--- src/rtl/pipe_pkg.sv ---
// Shared types and MEM/WB bundle layout for the elastic pipeline-boundary register.
package pipe_pkg;

  typedef enum logic [1:0] {
    EMPTY = 2'd0,
    ONE   = 2'd1,
    FULL  = 2'd2
  } stage_st_t;

  localparam int MEMWB_W      = 139;
  localparam int RD_LSB       = 0;
  localparam int REGW_BIT     = 5;
  localparam int MEMTOREG_BIT = 6;
  localparam int RESULT_LSB   = 7;
  localparam int READDATA_LSB = 71;

endpackage

--- src/rtl/pipe_stage_reg_if.sv ---
// Handshake, control and statistics bundle for one pipeline boundary.
interface pipe_stage_reg_if #(
  parameter int DATA_W = 139,
  parameter int RD_W   = 5,
  parameter int CNT_W  = 16
) ();
  logic              in_valid;
  logic              in_ready;
  logic [DATA_W-1:0] in_data;
  logic              out_valid;
  logic              out_ready;
  logic [DATA_W-1:0] out_data;
  logic              flush;
  logic [1:0]        occ;
  logic [RD_W-1:0]   fwd_rd;
  logic              fwd_we;
  logic [CNT_W-1:0]  stall_cnt;
  logic              stall_clr;

  // master: upstream/downstream/control side; slave: the stage itself
  modport master (
    output in_valid, in_data, out_ready, flush, stall_clr,
    input  in_ready, out_valid, out_data, occ, fwd_rd, fwd_we, stall_cnt
  );
  modport slave (
    input  in_valid, in_data, out_ready, flush, stall_clr,
    output in_ready, out_valid, out_data, occ, fwd_rd, fwd_we, stall_cnt
  );
endinterface

--- src/rtl/pipe_stage_reg.sv ---
// Elastic pipeline boundary: valid/ready stage with flush, optional 2-entry skid
// buffer, forwarding taps on the head beat and a saturating stall counter.
module pipe_stage_reg #(
  parameter int DATA_W   = pipe_pkg::MEMWB_W,
  parameter int RD_W     = 5,
  parameter int REGW_BIT = 5,
  parameter int SKID     = 1,
  parameter int CNT_W    = 16
) (
  input logic             clk,
  input logic             reset,
  pipe_stage_reg_if.slave bus
);
  import pipe_pkg::*;

  logic              head_vld;
  logic [DATA_W-1:0] head_data;
  logic [1:0]        occ_w;
  logic              in_rdy;
  logic              in_fire;
  logic              out_fire;

  assign in_fire  = bus.in_valid & in_rdy;
  assign out_fire = head_vld & bus.out_ready;

  generate
    if (SKID != 0) begin : g_skid
      stage_st_t         st_q;
      logic [DATA_W-1:0] main_q;
      logic [DATA_W-1:0] skid_q;
      logic [1:0]        occ_q;
      logic              rdy_q;

      // in_ready is a flop so out_ready never reaches upstream combinationally
      always_ff @(posedge clk or negedge reset) begin
        if (!reset) begin
          st_q   <= EMPTY;
          main_q <= '0;
          skid_q <= '0;
          occ_q  <= 2'd0;
          rdy_q  <= 1'b1;
        end else if (bus.flush) begin
          st_q  <= EMPTY;
          occ_q <= 2'd0;
          rdy_q <= 1'b1;
        end else begin
          case (st_q)
            EMPTY: begin
              if (in_fire) begin
                main_q <= bus.in_data;
                st_q   <= ONE;
                occ_q  <= 2'd1;
              end
            end
            ONE: begin
              if (in_fire && out_fire) begin
                main_q <= bus.in_data;
              end else if (in_fire) begin
                skid_q <= bus.in_data;
                st_q   <= FULL;
                occ_q  <= 2'd2;
                rdy_q  <= 1'b0;
              end else if (out_fire) begin
                st_q  <= EMPTY;
                occ_q <= 2'd0;
              end
            end
            FULL: begin
              if (out_fire) begin
                main_q <= skid_q;
                st_q   <= ONE;
                occ_q  <= 2'd1;
                rdy_q  <= 1'b1;
              end
            end
            default: begin
              st_q  <= EMPTY;
              occ_q <= 2'd0;
              rdy_q <= 1'b1;
            end
          endcase
        end
      end

      assign head_vld  = (st_q == ONE) || (st_q == FULL);
      assign head_data = main_q;
      assign occ_w     = occ_q;
      assign in_rdy    = rdy_q;
    end else begin : g_reg
      logic              vld_q;
      logic [DATA_W-1:0] data_q;

      always_ff @(posedge clk or negedge reset) begin
        if (!reset) begin
          vld_q  <= 1'b0;
          data_q <= '0;
        end else if (bus.flush) begin
          vld_q <= 1'b0;
        end else if (in_fire) begin
          vld_q  <= 1'b1;
          data_q <= bus.in_data;
        end else if (out_fire) begin
          vld_q <= 1'b0;
        end
      end

      assign head_vld  = vld_q;
      assign head_data = data_q;
      assign occ_w     = {1'b0, vld_q};
      assign in_rdy    = ~vld_q | bus.out_ready;
    end
  endgenerate

  logic [CNT_W-1:0] stall_q, stall_d;

  always_comb begin
    stall_d = stall_q;
    if (bus.stall_clr)
      stall_d = '0;
    else if (head_vld && !bus.out_ready && (stall_q != {CNT_W{1'b1}}))
      stall_d = stall_q + CNT_W'(1);
  end

  always_ff @(posedge clk or negedge reset) begin
    if (!reset) stall_q <= '0;
    else        stall_q <= stall_d;
  end

  assign bus.in_ready  = in_rdy;
  assign bus.out_valid = head_vld;
  assign bus.out_data  = head_data;
  assign bus.occ       = occ_w;
  assign bus.fwd_rd    = head_vld ? head_data[RD_W-1:0] : '0;
  assign bus.fwd_we    = head_vld & head_data[REGW_BIT];
  assign bus.stall_cnt = stall_q;

endmodule

--- src/flat_wrapper.sv ---
// flat-port wrapper written by rule: the top's interface ports become plain ports
module pipe_stage_reg_flat import pipe_pkg::*;
#(
  parameter int DATA_W   = pipe_pkg::MEMWB_W,
  parameter int RD_W     = 5,
  parameter int REGW_BIT = 5,
  parameter int SKID     = 1,
  parameter int CNT_W    = 16
)
  (clk, reset, bus_in_valid, bus_in_data, bus_out_ready, bus_flush, bus_stall_clr, bus_in_ready, bus_out_valid, bus_out_data, bus_occ, bus_fwd_rd, bus_fwd_we, bus_stall_cnt);
  pipe_stage_reg_if #(.DATA_W(DATA_W), .RD_W(RD_W), .CNT_W(CNT_W)) bus_i ();
  input logic clk;
  input logic reset;
  input wire logic [$bits(bus_i.in_valid)-1:0] bus_in_valid;
  input wire logic [$bits(bus_i.in_data)-1:0] bus_in_data;
  input wire logic [$bits(bus_i.out_ready)-1:0] bus_out_ready;
  input wire logic [$bits(bus_i.flush)-1:0] bus_flush;
  input wire logic [$bits(bus_i.stall_clr)-1:0] bus_stall_clr;
  output wire logic [$bits(bus_i.in_ready)-1:0] bus_in_ready;
  output wire logic [$bits(bus_i.out_valid)-1:0] bus_out_valid;
  output wire logic [$bits(bus_i.out_data)-1:0] bus_out_data;
  output wire logic [$bits(bus_i.occ)-1:0] bus_occ;
  output wire logic [$bits(bus_i.fwd_rd)-1:0] bus_fwd_rd;
  output wire logic [$bits(bus_i.fwd_we)-1:0] bus_fwd_we;
  output wire logic [$bits(bus_i.stall_cnt)-1:0] bus_stall_cnt;
  assign bus_i.in_valid = bus_in_valid;
  assign bus_i.in_data = bus_in_data;
  assign bus_i.out_ready = bus_out_ready;
  assign bus_i.flush = bus_flush;
  assign bus_i.stall_clr = bus_stall_clr;
  assign bus_in_ready = bus_i.in_ready;
  assign bus_out_valid = bus_i.out_valid;
  assign bus_out_data = bus_i.out_data;
  assign bus_occ = bus_i.occ;
  assign bus_fwd_rd = bus_i.fwd_rd;
  assign bus_fwd_we = bus_i.fwd_we;
  assign bus_stall_cnt = bus_i.stall_cnt;
  pipe_stage_reg #(.DATA_W(DATA_W), .RD_W(RD_W), .REGW_BIT(REGW_BIT), .SKID(SKID), .CNT_W(CNT_W)) u_core (.clk(clk), .reset(reset), .bus(bus_i));
endmodule
--- config.mk ---
export PLATFORM = sky130hd
export DESIGN_NAME = pipe_stage_reg_flat
export DESIGN_NICKNAME = d
export VERILOG_FILES = /design/src/rtl/pipe_pkg.sv /design/src/rtl/pipe_stage_reg_if.sv /design/src/rtl/pipe_stage_reg.sv /design/src/flat_wrapper.sv
export SDC_FILE = /design/constraint.sdc
export NUM_CORES = 1
export LEC_CHECK = 0
export CORE_MARGIN = 1
export CORE_UTILIZATION = 55
export DETAILED_ROUTE_END_ITERATION = 16
export PLACE_DENSITY = 0.95
export SETUP_SLACK_MARGIN = 0.02
export SLEW_MARGIN = 25
export SYNTH_ARGS = -nofsm -noshare
export SYNTH_HDL_FRONTEND = slang
export SYNTH_SLANG_ARGS = --single-unit
--- constraint.sdc ---
create_clock -name clk -period 3.92 [get_ports clk]
set_input_delay 0.392 -clock clk [delete_from_list [all_inputs] [get_ports clk]]
set_output_delay 0.392 -clock clk [all_outputs]
set_load 0.005 [all_outputs]
==> reports/metrics.cfg <==
[logic_synthesis]
synth_area_um2 = 13600
ys_ff_latch = 297
synthTopCellsByArea = dfrtp_1, mux2_2, mux2_4
syn_avg_cell_area_um2 = 15.5
async_flop_share_pct = 100
ys_top_cells_by_count = mux2_2, dfrtp_1, mux2_4, buf_2, clkbuf_1
yosysMostFrequentCell = mux2_2
synth_nets = 1030
yosys_warnings = 0
synth_top_area_share_pct = 54.4
yosys.area.top_type = dfrtp_1
synth_edf_count = 0
ys_types = 44
ys.flop_type = dfrtp_1
yosysSeqAreaShare_pct = 54.6
syn_inst = 880

[cells_and_area]
drive_gt1_share_pct = 40.4
n_antenna_cell = 0
multi_input_area_um2 = 5870
fill_cells = 1430
fin_nets = 1333
final_util_pct = 74.3
area_growth_pct = 32.7
register_area_um2 = 7430

[power]
swShare_pct = 27.4
ir_drop_mv = 0.569
seqPwrFrac_pct = 39.8
p_clk_share_pct = 22.3
p_per_area_nw_per_um2 = 755
switchingPower_mw = 3.74
share_comb_of_total_power_pct = 37.9
p_int_mw = 9.90
p_leak_nw = 7.86

[place]
portBuffers = 309
place_congestion = 0.816
dp_hpwl_um = 20100
pre_cts_slack_ns = 0.894

[worst_hold_path]
min_path_cells = 2
hp-class = in -> reg
hold_start = bus_in_data[29]
hold_end = u_core.g_skid.skid_q[29]$_DFFE_PN0P_

[floorplanning]
io_pins = 310
dieArea_um2 = 25400
die_x_um = 159
core_area_um2 = 24300
fp.dieH_um = 159
start_util_pct = 56.0
rows = 57

[sta]
period_share_pct = 77.7
finalSetupTns_ns = 0
slew_headroom_pct = 36.3
worst_slack_ns = 0.875
report.final.setup_viol = 0
drv_slew = 0
tightest_slew_ns = 0.956
skew_ns = 0.0218
rsz0062_at_grt = false
hold_violations = 0
period_needed_ns = 3.04
fmax_mhz = 328

[detailed_routing]
dr.pass1.iters = 4
vias = 8478
post-route-drc-count = 0
routed_via_density = 5.54
postRouteAntennaNets = 0
wl_per_cell_um = 20.7
drt_iter0_drc = 488
wl_um = 31600

[cts]
cts.sinks = 297
postCtsSetupBuffers = 0
cts_hold_buf = 1
cts_buffers = 31
cts_tree = yes
cts_resized = 0
clkTransAtPathRegs_ns = 0.07
clk_path_buf_depth = 3
clock_latency_ns = 0.55
clockRootBuffer = clkbuf_16
htreeDepth = 1

[global_route]
grt_max_degree = 143
grt_pass1_wl_um = 51200
track_usage_pct = 25.1
grt_antenna_before_repair = 0
grt_overflow_total = 0
grt_pass1_vias = 9165

[critical_path]
cp_max_fo = 41
reg2reg_setup_slack_ns = 0.88
critPathArrivalTime_ns = 3.48
ff2ff_path_depth = 7
worstSetupEndpointType = flop
rr_startpoint = u_core.bus.occ[1]$_DFFE_PN0P_
worst_r2r_endpoint = u_core.g_skid.skid_q[44]$_DFFE_PN0P_
start_kind = flop
crit_type = reg -> reg
cp.required_ns = 4.35

[run_status]
status = finished, final reports clean

[job]
drv_cap = 0

-- worst max path at each step --
stage	startpoint	end	slack, ns	depth (start not counted)
floorplan	u_core.bus.occ[0]$_DFFE_PN0P_	u_core.g_skid.skid_q[100]$_DFFE_PN0P_	1.72	8
global placement	u_core.bus.occ[0]$_DFFE_PN0P_	u_core.g_skid.skid_q[69]$_DFFE_PN0P_	1.01	7
detailed placement	u_core.bus.occ[1]$_DFFE_PN0P_	u_core.g_skid.skid_q[69]$_DFFE_PN0P_	0.89	7
CTS	u_core.bus.occ[1]$_DFFE_PN0P_	u_core.g_skid.skid_q[66]$_DFFE_PN0P_	0.90	7
global route	u_core.bus.occ[1]$_DFFE_PN0P_	u_core.g_skid.skid_q[69]$_DFFE_PN0P_	0.67	7
finish	u_core.bus.occ[1]$_DFFE_PN0P_	u_core.g_skid.skid_q[44]$_DFFE_PN0P_	0.88	7
-- area by class of cell --
class                           instances  share of cell area (%)
Sequential cell                       297                    41.1
Multi-Input combinational cell        523                    32.5
Timing Repair Buffer                  323                    18.2
Clock buffer                           46                    4.99
Tap cell                              324                    2.24
Clock inverter                          9                   0.803
Inverter                                7                   0.145
-- layer usage --
metal	global-route usage, %	vias up	share of wire, %
li1	-	3798	-
met1	32.6	4346	42
met2	42.3	274	49
met3	5.76	60	6.0
met4	6.91	0	2.8
met5	0	-	0
-- flip-flops by register name, indices dropped and copies added (netlist names) --
name and count:
u_core.bus.occ 2, u_core.bus.in_ready 1, u_core.bus.stall_cnt 16, u_core.bus.out_data 139, u_core.g_skid.skid_q 139
-- metrics by stage --
| step | cells | power, mW | hold WS, ns | area [um2] |
|---|---|---|---|---|
| 3_3_place_gp | 1473 | 10.3 | 0.482 | 17000 |
| 6_report | 1529 | 13.6 | 0.473 | 18100 |
| 2_1_floorplan | 880 | 8.06 | 0.0964 | 13600 |
| 5_1_grt | 1529 | 14.3 | 0.472 | 18100 |
| 3_5_place_dp | 1473 | 10.6 | 0.477 | 17000 |
| 4_1_cts | 1529 | 13.7 | 0.452 | 18100 |
-- worst max-delay path, cell delays in order, from the launching register on --
cell     delay (ns)
dfrtp_1        0.45
inv_1          0.10
ha_1           0.53
nand2_1        0.19
or4b_4         0.68
buf_12         0.34
buf_4          0.26
mux2_4         0.32
-- cells in the final DEF (no fill, tap or decap), types with 2 or more instances in the layout --
cell type and count:
a21oi_1 10, a221o_1 2, and2_1 6, and3_1 2, and4_1 2, buf_12 7, buf_4 6, bufinv_16 4
clkbuf_1 8, clkbuf_16 31, clkbuf_8 7, clkdlybuf4s50_1 308, clkinv_2 5, dfrtp_1 296, ha_1 4, inv_1 6
mux2_2 308, mux2_4 110, mux2i_1 2, nand2_1 8, nand3_1 6, nand4_1 9, nor2_1 5, nor2b_1 2
nor3_1 2, nor4_1 6, o21a_1 5, o21ai_0 3, o31a_1 5, o31ai_1 5, or3_1 2, or4_1 3
-- power groups by stage --
stage               registers, mW  clock network, mW  logic, mW
floorplan                    5.25                  0       2.81
global placement             5.31                  0       5.01
detailed placement           5.37                  0       5.18
CTS                          5.41               3.09       5.22
global route                 5.58               3.21       5.48
finish                       5.42               3.04       5.17
-- cells by family (layout without fill, tap and decap cells) --
logic type      count (synthesis)  in the layout  share of synthesized area [%]
flops                         297            297                           54.6
fa+ha+maj                       5              5                          0.459
mux                           420            420                           37.7
compound gates                 38             38                           2.01
simple gates                   60             60                           2.60
buf+inv                        60            385                           2.59
(Power assumes the default switching activity.)
